File: config.mk
export PLATFORM = sky130hd
export DESIGN_NAME = hw_to_sw_tx_flat
export DESIGN_NICKNAME = d
export VERILOG_FILES = /design/src/rtl/hw_to_sw_tx_if.sv /design/src/rtl/hw_to_sw_tx.sv /design/src/flat_wrapper.sv
export SDC_FILE = /design/constraint.sdc
export NUM_CORES = 1
export LEC_CHECK = 0
export ABC_AREA = 1
export BUFFER_PORTS_ARGS = -buffer_cell sky130_fd_sc_hd__clkbuf_2
export CAP_MARGIN = 20
export CORE_AREA = 2 2 96 98
export CTS_BUF_LIST = sky130_fd_sc_hd__clkbuf_2
export CTS_CLUSTER_DIAMETER = 60
export CTS_CLUSTER_SIZE = 14
export DETAILED_ROUTE_END_ITERATION = 6
export DIE_AREA = 0 0 98 100
export SLEW_MARGIN = 20
export SYNTH_ARGS = -nofsm -noshare
export SYNTH_HDL_FRONTEND = slang
export SYNTH_SLANG_ARGS = --single-unit
export TNS_END_PERCENT = 5
File: constraint.sdc
create_clock -name clk50 -period 1.5 [get_ports clk50]
set_input_delay 0.45 -clock clk50 [delete_from_list [all_inputs] [get_ports clk50]]
set_output_delay 0.45 -clock clk50 [all_outputs]
set_load 0.05 [all_outputs]
File: src/rtl/hw_to_sw_tx_if.sv
// Handshake and record-RAM bus of the hardware-to-software byte transmitter.
// master = transmitter, slave = RAM / PIO / control side.
interface hw_to_sw_tx_if #(
  parameter int ADDR_W = 5
) ();
  logic              start;
  logic              busy;
  logic              done;
  logic              rd_en;
  logic [ADDR_W-1:0] rd_addr;
  logic [23:0]       rd_data;
  logic [7:0]        to_sw_data;
  logic [1:0]        to_sw_sig;
  logic [1:0]        to_hw_sig;

  modport master (
    input  start, rd_data, to_hw_sig,
    output busy, done, rd_en, rd_addr, to_sw_data, to_sw_sig
  );

  modport slave (
    output start, rd_data, to_hw_sig,
    input  busy, done, rd_en, rd_addr, to_sw_data, to_sw_sig
  );
endinterface

File: src/rtl/hw_to_sw_tx.sv
// Reads NUM_RECORDS 24-bit records from a synchronous RAM and streams them,
// MSB byte first, to software over the 2-bit to_sw_sig/to_hw_sig PIO handshake.
module hw_to_sw_tx #(
  parameter int NUM_RECORDS = 32,
  parameter int ADDR_W      = 5
) (
  input  logic          clk50,
  input  logic          reset,
  hw_to_sw_tx_if.master bus
);

  localparam logic [3:0] S_IDLE     = 4'd0;
  localparam logic [3:0] S_ARM      = 4'd1;
  localparam logic [3:0] S_FETCH    = 4'd2;
  localparam logic [3:0] S_LATCH    = 4'd3;
  localparam logic [3:0] S_SEND_HI  = 4'd4;
  localparam logic [3:0] S_ACK_HI   = 4'd5;
  localparam logic [3:0] S_SEND_MID = 4'd6;
  localparam logic [3:0] S_ACK_MID  = 4'd7;
  localparam logic [3:0] S_SEND_LO  = 4'd8;
  localparam logic [3:0] S_ACK_LO   = 4'd9;
  localparam logic [3:0] S_NEXT     = 4'd10;
  localparam logic [3:0] S_DONE     = 4'd11;

  localparam logic [1:0] SIG_WAIT  = 2'd0;
  localparam logic [1:0] SIG_VALID = 2'd1;
  localparam logic [1:0] SIG_END   = 2'd2;

  localparam logic [1:0] HW_READY = 2'd1;
  localparam logic [1:0] HW_TAKEN = 2'd2;
  localparam logic [1:0] HW_ENDAK = 2'd3;

  localparam logic [ADDR_W-1:0] LAST_IDX = ADDR_W'(NUM_RECORDS - 1);

  logic [3:0]        state;
  logic [ADDR_W-1:0] idx;
  logic [ADDR_W-1:0] rd_addr_q;
  logic              rd_en_q;
  logic              busy_q;
  logic              done_q;
  logic [1:0]        sig_q;
  logic [7:0]        data_q;
  logic [23:0]       rec_sr;

  // Every output is produced on the edge that enters the state it belongs to,
  // so all of them come straight from flops.
  always_ff @(posedge clk50 or posedge reset) begin
    if (reset) begin
      state     <= S_IDLE;
      idx       <= '0;
      rd_addr_q <= '0;
      rd_en_q   <= 1'b0;
      busy_q    <= 1'b0;
      done_q    <= 1'b0;
      sig_q     <= SIG_WAIT;
      data_q    <= 8'h00;
      rec_sr    <= 24'h0;
    end else begin
      rd_en_q <= 1'b0;
      done_q  <= 1'b0;
      case (state)
        S_IDLE: if (bus.start) begin
          state  <= S_ARM;
          busy_q <= 1'b1;
          idx    <= '0;
        end
        S_ARM: if (bus.to_hw_sig == HW_READY) begin
          state     <= S_FETCH;
          rd_en_q   <= 1'b1;
          rd_addr_q <= idx;
        end
        S_FETCH: state <= S_LATCH;
        // rec_sr keeps the not-yet-sent bytes left-aligned
        S_LATCH: begin
          state  <= S_SEND_HI;
          sig_q  <= SIG_VALID;
          data_q <= bus.rd_data[23:16];
          rec_sr <= {bus.rd_data[15:0], 8'h00};
        end
        S_SEND_HI: if (bus.to_hw_sig == HW_TAKEN) begin
          state <= S_ACK_HI;
          sig_q <= SIG_WAIT;
        end
        S_SEND_MID: if (bus.to_hw_sig == HW_TAKEN) begin
          state <= S_ACK_MID;
          sig_q <= SIG_WAIT;
        end
        S_SEND_LO: if (bus.to_hw_sig == HW_TAKEN) begin
          state <= S_ACK_LO;
          sig_q <= SIG_WAIT;
        end
        S_ACK_HI: if (bus.to_hw_sig == HW_READY) begin
          state  <= S_SEND_MID;
          sig_q  <= SIG_VALID;
          data_q <= rec_sr[23:16];
          rec_sr <= {rec_sr[15:0], 8'h00};
        end
        S_ACK_MID: if (bus.to_hw_sig == HW_READY) begin
          state  <= S_SEND_LO;
          sig_q  <= SIG_VALID;
          data_q <= rec_sr[23:16];
          rec_sr <= {rec_sr[15:0], 8'h00};
        end
        S_ACK_LO: if (bus.to_hw_sig == HW_READY) state <= S_NEXT;
        // software is still at READY here, so the next fetch needs no re-arm
        S_NEXT: begin
          if (idx == LAST_IDX) begin
            state <= S_DONE;
            sig_q <= SIG_END;
          end else begin
            state     <= S_FETCH;
            idx       <= idx + ADDR_W'(1);
            rd_addr_q <= idx + ADDR_W'(1);
            rd_en_q   <= 1'b1;
          end
        end
        S_DONE: if (bus.to_hw_sig == HW_ENDAK) begin
          state  <= S_IDLE;
          sig_q  <= SIG_WAIT;
          busy_q <= 1'b0;
          done_q <= 1'b1;
        end
        default: begin
          state  <= S_IDLE;
          sig_q  <= SIG_WAIT;
          busy_q <= 1'b0;
        end
      endcase
    end
  end

  assign bus.busy       = busy_q;
  assign bus.done       = done_q;
  assign bus.rd_en      = rd_en_q;
  assign bus.rd_addr    = rd_addr_q;
  assign bus.to_sw_data = data_q;
  assign bus.to_sw_sig  = sig_q;

endmodule

File: src/flat_wrapper.sv
// flat-port wrapper written by rule: the top's interface ports become plain ports
module hw_to_sw_tx_flat 
#(
  parameter int NUM_RECORDS = 32,
  parameter int ADDR_W      = 5
)
  (clk50, reset, bus_start, bus_rd_data, bus_to_hw_sig, bus_busy, bus_done, bus_rd_en, bus_rd_addr, bus_to_sw_data, bus_to_sw_sig);
  hw_to_sw_tx_if #(.ADDR_W(ADDR_W)) bus_i ();
  input  logic clk50;
  input  logic reset;
  input wire logic [$bits(bus_i.start)-1:0] bus_start;
  input wire logic [$bits(bus_i.rd_data)-1:0] bus_rd_data;
  input wire logic [$bits(bus_i.to_hw_sig)-1:0] bus_to_hw_sig;
  output wire logic [$bits(bus_i.busy)-1:0] bus_busy;
  output wire logic [$bits(bus_i.done)-1:0] bus_done;
  output wire logic [$bits(bus_i.rd_en)-1:0] bus_rd_en;
  output wire logic [$bits(bus_i.rd_addr)-1:0] bus_rd_addr;
  output wire logic [$bits(bus_i.to_sw_data)-1:0] bus_to_sw_data;
  output wire logic [$bits(bus_i.to_sw_sig)-1:0] bus_to_sw_sig;
  assign bus_i.start = bus_start;
  assign bus_i.rd_data = bus_rd_data;
  assign bus_i.to_hw_sig = bus_to_hw_sig;
  assign bus_busy = bus_i.busy;
  assign bus_done = bus_i.done;
  assign bus_rd_en = bus_i.rd_en;
  assign bus_rd_addr = bus_i.rd_addr;
  assign bus_to_sw_data = bus_i.to_sw_data;
  assign bus_to_sw_sig = bus_i.to_sw_sig;
  hw_to_sw_tx #(.NUM_RECORDS(NUM_RECORDS), .ADDR_W(ADDR_W)) u_core (.clk50(clk50), .reset(reset), .bus(bus_i));
endmodule
## Yosys cells after proc, flatten, opt, wreduce, memory -nomap -nowiden

Cells that the tools add are included.

- Output and inout port bits: 18
- Register bits: 51
- Bits of input ports: 29

- Reductions and logical operators: 14
- Eq/ne operators: 28
- Bitwise logic cells: 2
- Mux-type cells: 33
- Add/sub/neg operators: 1

Operator list:

| kind | number |
|---|---|
| $pmux W24 S2 | 1 |
| $pmux W4 S12 | 1 |
| $mux W4 | 10 |
| $mux W24 | 1 |
| $ne A2 B1 Y1 const B | 11 |
| $pmux W5 S2 | 2 |
| $eq A4 B3 Y1 const B | 4 |
| $eq A4 B4 Y1 const B | 4 |
| $pmux W8 S2 | 1 |
| $mux W5 | 3 |
| $pmux W2 S6 | 1 |
| $reduce_or A10 Y1 | 1 |
| $reduce_and A3 Y1 | 3 |
| $reduce_and A9 Y1 | 1 |
| $eq A4 B2 Y1 const B | 2 |
| $mux W2 | 4 |
| $mux W8 | 1 |
| $mux W1 | 6 |
| $reduce_bool A2 Y1 | 3 |
| $add A5 B1 Y5 const B | 1 |
| $eq A5 B5 Y1 const B | 1 |
| $reduce_and A5 Y1 | 1 |
| $eq A2 B2 Y1 const B | 2 |
| $eq A4 B1 Y1 const B | 1 |
| other kinds (10) | 12 |

## Logic depth before layout (Yosys ltp)

Gate-level depths: netlist (run 1).

- Word-level depth: 4
- Mapped depth: 10
- Gate-level depth less buffers: 10

## Worst setup path before layout (run 1)

No wires, ideal clock.

- Path type: reg-to-reg
- Start point: register u_core.idx[0]
- End point: register u_core.idx[0]
- Period minus slack after synthesis: 1.558 ns
- Arrival: 1.439 ns
- Buffers on the path: 0
- Library setup time: 0.119 ns
- Stages on the path, launching flop included: 9
- Path slack: -0.058 ns
- Path through: dfrtp_1 ha_1 nand2_1 nor2_1 ha_1 nand3b_1 nand2_1 nand2_2 o21a_1

- Longest elaborated chain between the ends: 3
- Elaborated cells on any way between the ends: 6

Ends and longest elaborated chain:

| element | line | text |
|---|---|---|
| from (decl) | hw_to_sw_tx.sv:36 | `logic [ADDR_W-1:0] idx;` |
| from (signal assigned) | hw_to_sw_tx.sv:112 | `idx <= idx + ADDR_W'(1);` |
| $add A5 B1 Y5 / $eq A5 B5 Y1 (equally long branches) | hw_to_sw_tx.sv:112, hw_to_sw_tx.sv:107 |  |
| $mux W5 / $ne A2 B2 Y1 (equally long branches) | - |  |
| $pmux W5 S2 / $reduce_and A3 Y1 (equally long branches) | - |  |

Several ways; a longest one is shown, not always the timed one. The select of a mux whose other input is x is not followed.
A chain may end at the register's enable or synchronous reset.

## Worst setup path in the final report (run 1)

Ends and elaborated chain as after synthesis.

==> results of run 1 <==
==> routing by layer <==
| metal | vias to the layer above | global-route usage |
|---|---|---|
| li1 | 1033 | - |
| met1 | 938 | 0.147 |
| met2 | 61 | 0.195 |
| met3 | 9 | 0.0327 |
| met4 | 0 | 0.0395 |
| met5 | - | 0 |
==> cell type report <==
type / instances / area (µm²) / share of cell area
clock inverter: 3 / 47.5 / 0.0157
clock buffer: 5 / 25.0 / 0.00825
inverter: 34 / 128 / 0.0421
timing repair buffer: 76 / 674 / 0.222
multi-input combinational: 187 / 940 / 0.310
sequential: 43 / 1080 / 0.356
tap: 111 / 139 / 0.0458
==> worst min-delay path, delay by kind of cell <==
family          cells  cell delay [ns]
buf+inv             1             0.08
compound gates      1             0.07
simple gates        1             0.07
==> timing repair <==
action,CTS,global route
endpoints found under the setup margin,30,53
cloned,1,0
pin swaps,12,3
hold buffers,1,0
gates resized for setup,40,28
setup buffers,2,1
endpoints found under the hold margin,34,0
==> sequential cells by signal, summed over array words and instances, names as in the netlist <==
name                   flops
u_core.bus.to_sw_data      8
u_core.bus.rd_en           1
u_core.state               4
u_core.bus.rd_addr         5
u_core.rec_sr             16
u_core.idx                 5
u_core.bus.done            1
u_core.bus.to_sw_sig       2
u_core.bus.busy            1
==> cell families (layout without fill, tap and decap cells) <==
| logic type | count (synthesis) | after routing |
|---|---|---|
| AOI/OAI and AO/OA | 61 | 61 |
| adders and majority gates | 3 | 3 |
| buffers and inverters | 43 | 118 |
| DFF | 43 | 43 |
| and+or+nand+nor | 122 | 123 |
==> stage by stage <==
| stage | hold WS [ns] | util | setup WS, ns |
|---|---|---|---|
| 3_5_place_dp | 0.462 | 0.304 | -0.109 |
| 2_1_floorplan | 0.474 | - | -0.0465 |
| 4_1_cts | 0.204 | 0.336 | -0.116 |
| 6_report | 0.231 | 0.341 | -0.140 |
| 5_1_grt | 0.169 | 0.341 | -0.233 |
| 3_3_place_gp | 0.456 | 0.304 | -0.0724 |
==> power groups by stage <==
stage / Clock, mW / Combinational [mW] / Sequential, mW
CTS: 0.751 / 3.30 / 1.79
global placement: 0 / 2.97 / 1.79
detailed placement: 0 / 2.99 / 1.80
floorplan: 0 / 1.53 / 2.29
finish: 0.727 / 3.38 / 1.83
global route: 0.802 / 3.71 / 1.88
==> layout by cell type (no fill, tap or decap), types with 2 or more instances in the layout <==
master	n
buf_8	17
nand2_4	2
o21ai_1	14
nor2_2	4
dfrtp_1	41
buf_12	3
inv_2	3
buf_4	26
o211ai_1	8
nand3b_1	2
clkbuf_2	33
nor2_4	2
o21ai_0	34
a21oi_1	2
nand3_1	21
dfrtp_2	2
inv_1	30
ha_2	2
nand2_1	73
nand2_2	6
nor2_1	10
==> worst min path at each step <==
stage	slack (ns)	start	end	cells after the start
after floorplan	0.47	u_core.idx[3]	u_core.idx[3]	2
after global placement	0.46	u_core.bus.to_sw_sig[1]	u_core.bus.to_sw_sig[1]	2
after detailed placement	0.46	u_core.bus.to_sw_sig[1]	u_core.bus.to_sw_sig[1]	2
after CTS	0.20	bus_rd_data[2]	u_core.rec_sr[10]	3
after global routing	0.17	bus_rd_data[2]	u_core.rec_sr[10]	3
final	0.23	bus_rd_data[1]	u_core.rec_sr[9]	3
==> results.yml, run 1 <==
power:
  p_leak_nw: 1.49
  switchingPower_mw: 2.70
  total_power_mw: 5.94
  p_comb_frac: 0.569
  intPower_mw: 3.24
  power.density_mw_per_mm2: 1960
  worst_ir_drop_vdd_mv: 0.786
  p_sw_frac: 0.454
  seqPwrFrac: 0.309
  pwr-share-clk: 0.122
critical_path:
  crit_end: "u_core.idx[0]"
  cp.required_ns: 1.86
  critPathBufInv: 0
  critPathTopFamily: "simple AND/OR/NAND/NOR gates"
  path_max_fanout: 5
  crit_slowest_cell: "dfrtp_1"
  startpoint: "u_core.idx[0]"
  end_kind: "flop"
  regToRegEndpoint: "u_core.idx[0]"
  criticalPathCategory: "flop to flop"
  cp-start-kind: "flop"
  worstRegToRegCells: 8
  crit_chain: "ha_2 > nand2_2 > nor2_2 > ha_2 > nand3b_1 > nand2_2 > nand2_4 > o21a_1"
  critPathMaxStageDelay_ns: 0.45
  r2r-start: "u_core.idx[0]"
  crit_cells: 8
  rrSetupSlack_ns: -0.14
  crit_arrival_ns: 2.00
run:
  drv_cap: 0
cts:
  clkTransAtPathRegs_ns: 0.27
  cts-root-buf: "clkbuf_2"
  cts_inserted_buffers: 5
  cts_tree: "yes"
  clock_path_buffers: 2
  cts_max_level: 2
  clk_latency_ns: 0.43
  cts_sinks: 43
die:
  ios: 47
  die_area_mm2: 0.00980
  initial_utilization: 0.243
  coreArea_mm2: 0.00889
  die_w_um: 98
  fp-row-count: 35
  chipHeight_um: 100
synth:
  synth_edf_count: 0
  syn_area_mm2: 0.00216
  synth_compound_area_frac: 0.154
  synth_most_common_cell: "nand2_1"
  synthMuxAreaShare: 0
  synth_seq_cells: 43
  netlist_top_cells_count: "nand2_1 (76), dfrtp_1 (43), o21ai_0 (38)"
  synthSimpleGateAreaFrac: 0.243
  synth_xor_area_frac: 0
  synth_top_area_share: 0.498
  synth-seq-area-share: 0.498
  synth_flop_cell: "dfrtp_1"
  yosys.area.top_type: "dfrtp_1"
  syn-instance-count: 272
  ys_warn_count: 0
  synth_top_family_by_area: "simple AND/OR/NAND/NOR gates"
  synth_nets: 304
  synth-adder-area-share: 0.0174
  synthArstFlopShare: 1.00
  avgSynthCellArea_um2: 7.95
  synth.area.top_cells: "dfrtp_1 (50%), nand2_1 (13%), o21ai_0 (8.8%), inv_1 (5.4%), nand3_1 (4.9%)"
  synth.distinct_cells: 24
run_status:
  violations: "setup timing"
  run_status: "finished, violations left"
drt:
  met1Wirelength_um: 2470
  drtAntennaViolNets: 0
  vias: 2041
  highest_layer: "met4"
  vias_per_cell: 4.45
  dr.pass1.iters: 4
  finalWirelength_um: 5510
  routed-wl-met2_um: 2620
  drc_errors: 0
  dr_wl_met3_um: 310
  wl_per_cell_um: 12.0
  detail_route.iter0.violations: 54
sta:
  finalCriticalPeriod_ns: 1.64
  maxSlewHeadroom: 0.782
  setup_viol: 17
  rsz0062_at_grt: "true"
  hold_viol: 0
  worstMarginPinSlew_ns: 0.326
  fmax_ghz: 0.610
  setup_tns_ns: -1.11
  final.setup_skew_ns: 0.0406
  fin_crit_sh: 1.09
  layout_setup_ws_ns: -0.140
  slew_violations: 0
finish:
  antenna_cells: 0
  final_cell_area_mm2: 0.00303
  syn_to_final_growth_pct: 40.2
  drive_gt1_frac: 0.305
  n_fill_cell: 927
  layout.nets: 379
  layout.cells.non_filler: 459
hold_path:
  hp-class: "input port to flop"
placed_design:
  routabilityCongestion: 0.872
  dp.cells: 446
  dp_hpwl_um: 4040
  portBuffers: 46
  placed_cell_area_mm2: 0.00271
global_routing:
  grt-ovfl-total: 0
  antenna_found_initial: 0
  grt_usage: 0.117
  grt_pass1_vias: 1936
  grt_pass1_wl_um: 9070
  grt_max_degree: 44
No activity file was read; power rests on OpenSTA's default activity.
==> run 2: changes to the inputs <==
Settings changed: CTS_BUF_LIST sky130_fd_sc_hd__clkbuf_2 to sky130_fd_sc_hd__clkbuf_4.
==> results.yml, run 2 (synthesized netlist as in run 1, its figures left out) <==
run_status:
  run_status: "finished, violations left"
  violations: "setup timing"
power:
  power.density_mw_per_mm2: 1980
  intPower_mw: 3.06
  seqPwrFrac: 0.312
  pwr-share-clk: 0.139
  total_power_mw: 5.68
  worst_ir_drop_vdd_mv: 0.736
  switchingPower_mw: 2.62
  p_sw_frac: 0.462
  p_leak_nw: 1.44
  p_comb_frac: 0.548
sta:
  layout_setup_ws_ns: -0.109
  worstMarginPinSlew_ns: 0.323
  final.setup_skew_ns: 0.0225
  finalCriticalPeriod_ns: 1.61
  slew_violations: 0
  maxSlewHeadroom: 0.784
  fin_crit_sh: 1.07
  rsz0062_at_grt: "true"
  whs_ns: 0.0739
  setup_viol: 12
  fmax_ghz: 0.621
  hold_viol: 0
finish:
  top_register: "u_core.rec_sr"
  layout.nets: 378
  final_util: 0.323
  mostFrequentLayoutCell: "nand2_1"
  syn_to_final_growth_pct: 32.9
  antenna_cells: 0
  largest_register_ffs: 16
  layout_common_cells: "nand2_1 (73), dfrtp_1 (41), o21ai_0 (36)"
  drive_gt1_frac: 0.303
  n_fill_cell: 947
placed_design:
  place_ws_ns: -0.109
  portBuffers: 46
  routabilityCongestion: 0.872
  dp_hpwl_um: 4040
critical_path:
  worstRegToRegCells: 8
  rrSetupSlack_ns: -0.11
  end_kind: "flop"
  critPathTopFamily: "simple AND/OR/NAND/NOR gates"
  critPathMaxStageDelay_ns: 0.41
  regToRegEndpoint: "u_core.idx[0]"
  crit_chain: "ha_2 > nand2_2 > nor2_2 > ha_2 > nand3b_1 > nand2_2 > nand2_4 > o21a_1"
  criticalPathCategory: "flop to flop"
  path_max_fanout: 5
  r2r-start: "u_core.idx[0]"
  crit_slowest_cell: "dfrtp_1"
  crit_arrival_ns: 1.88
  cp.required_ns: 1.77
  critPathBufInv: 0
  cp-start-kind: "flop"
drt:
  dr.pass1.iters: 4
  vias_per_cell: 4.35
  drc_errors: 0
  wl_per_cell_um: 11.9
  vias: 1994
  detail_route.iter0.violations: 63
  finalWirelength_um: 5450
  drtAntennaViolNets: 0
global_routing:
  grt_pass1_vias: 1907
  grt_pass1_wl_um: 8940
  antenna_found_initial: 0
  grt_max_degree: 44
  grt_usage: 0.116
  grt-ovfl-total: 0
die:
  initial_utilization: 0.243
  coreArea_mm2: 0.00889
  chipHeight_um: 100
  die_area_mm2: 0.00980
  ios: 47
  die_w_um: 98
  fp-row-count: 35
cts:
  cts_sinks: 43
  clk_latency_ns: 0.37
  cts_inserted_buffers: 5
  cts_tree: "yes"
  cts_max_level: 2
  clkTransAtPathRegs_ns: 0.16
  clock_path_buffers: 2
  cts-root-buf: "clkbuf_4"
hold_path:
  hp-class: "input port to asynchronous set/reset pin"
run:
  drv_cap: 0
[run 2: cell types whose count changed in the layout (fill, tap and decap cells not counted), moves of 2 or more]
cell,previous run,this run
buf_2,0,4
o21ai_1,14,12
buf_8,17,0
o21ai_0,34,36
clkbuf_4,0,14
[run 2: how the worst max path moves through the flow]
stage	from	endpoint	slack (ns)	cells past startpoint
2_1_floorplan	u_core.idx[1]	u_core.idx[0]	-0.05	8
3_3_place_gp	u_core.idx[1]	u_core.idx[0]	-0.07	8
3_5_place_dp	u_core.idx[1]	u_core.idx[0]	-0.11	8
4_1_cts	u_core.idx[1]	u_core.idx[0]	-0.10	8
5_1_grt	u_core.idx[1]	u_core.idx[4]	-0.20	8
6_report	u_core.idx[0]	u_core.idx[0]	-0.11	8
[run 2: worst min-delay path: stages]
cell	delay, ns
clkbuf_2	0.08
clkinv_1	0.06
buf_12	0.24
[run 2: final cells by class]
cell class              instances  area, µm²  area share
clock buffers                   5       37.5      0.0131
clock inverters                 3       47.5      0.0166
inverters                      34        128      0.0444
multi-input cells             187        932       0.324
flip-flops and latches         43       1080       0.375
well taps                     111        139      0.0483
repair buffers                 75        510       0.178
[run 2: power groups by stage]
stage                     Clock, mW  Combinational, mW  Sequential [mW]
final                         0.791               3.11             1.77
after global routing          0.872               3.45             1.82
after CTS                     0.820               3.09             1.77
after detailed placement          0               2.99             1.80
after global placement            0               2.97             1.79
after floorplan                   0               1.53             2.29
[run 2: repair_timing]
item	4_1_cts	5_1_grt
cloned	1	0
pin swaps	10	4
setup endpoints to repair	16	43
hold buffers	0	0
gates resized for setup	8	24
setup buffers	2	1
hold endpoints to repair	0	0
[run 2: per-stage QoR]
step           TNS, ns  cells  cell area (µm²)
2_1_floorplan  -0.0465    272             2170
3_3_place_gp    -0.186    446             2710
3_5_place_dp    -0.721    446             2710
4_1_cts         -0.788    457             2840
5_1_grt          -2.29    458             2870
6_report        -0.806    458             2870
[run 2: metal layers]
metal  share of wire  wire (µm)  global-route usage  vias to the layer above
met5               0          0                   0                        -
met4           0.021        112              0.0395                        0
met3           0.047        255              0.0306                        9
met2            0.47       2570               0.193                       48
met1            0.46       2510               0.146                      907
li1                -          -                   -                     1030
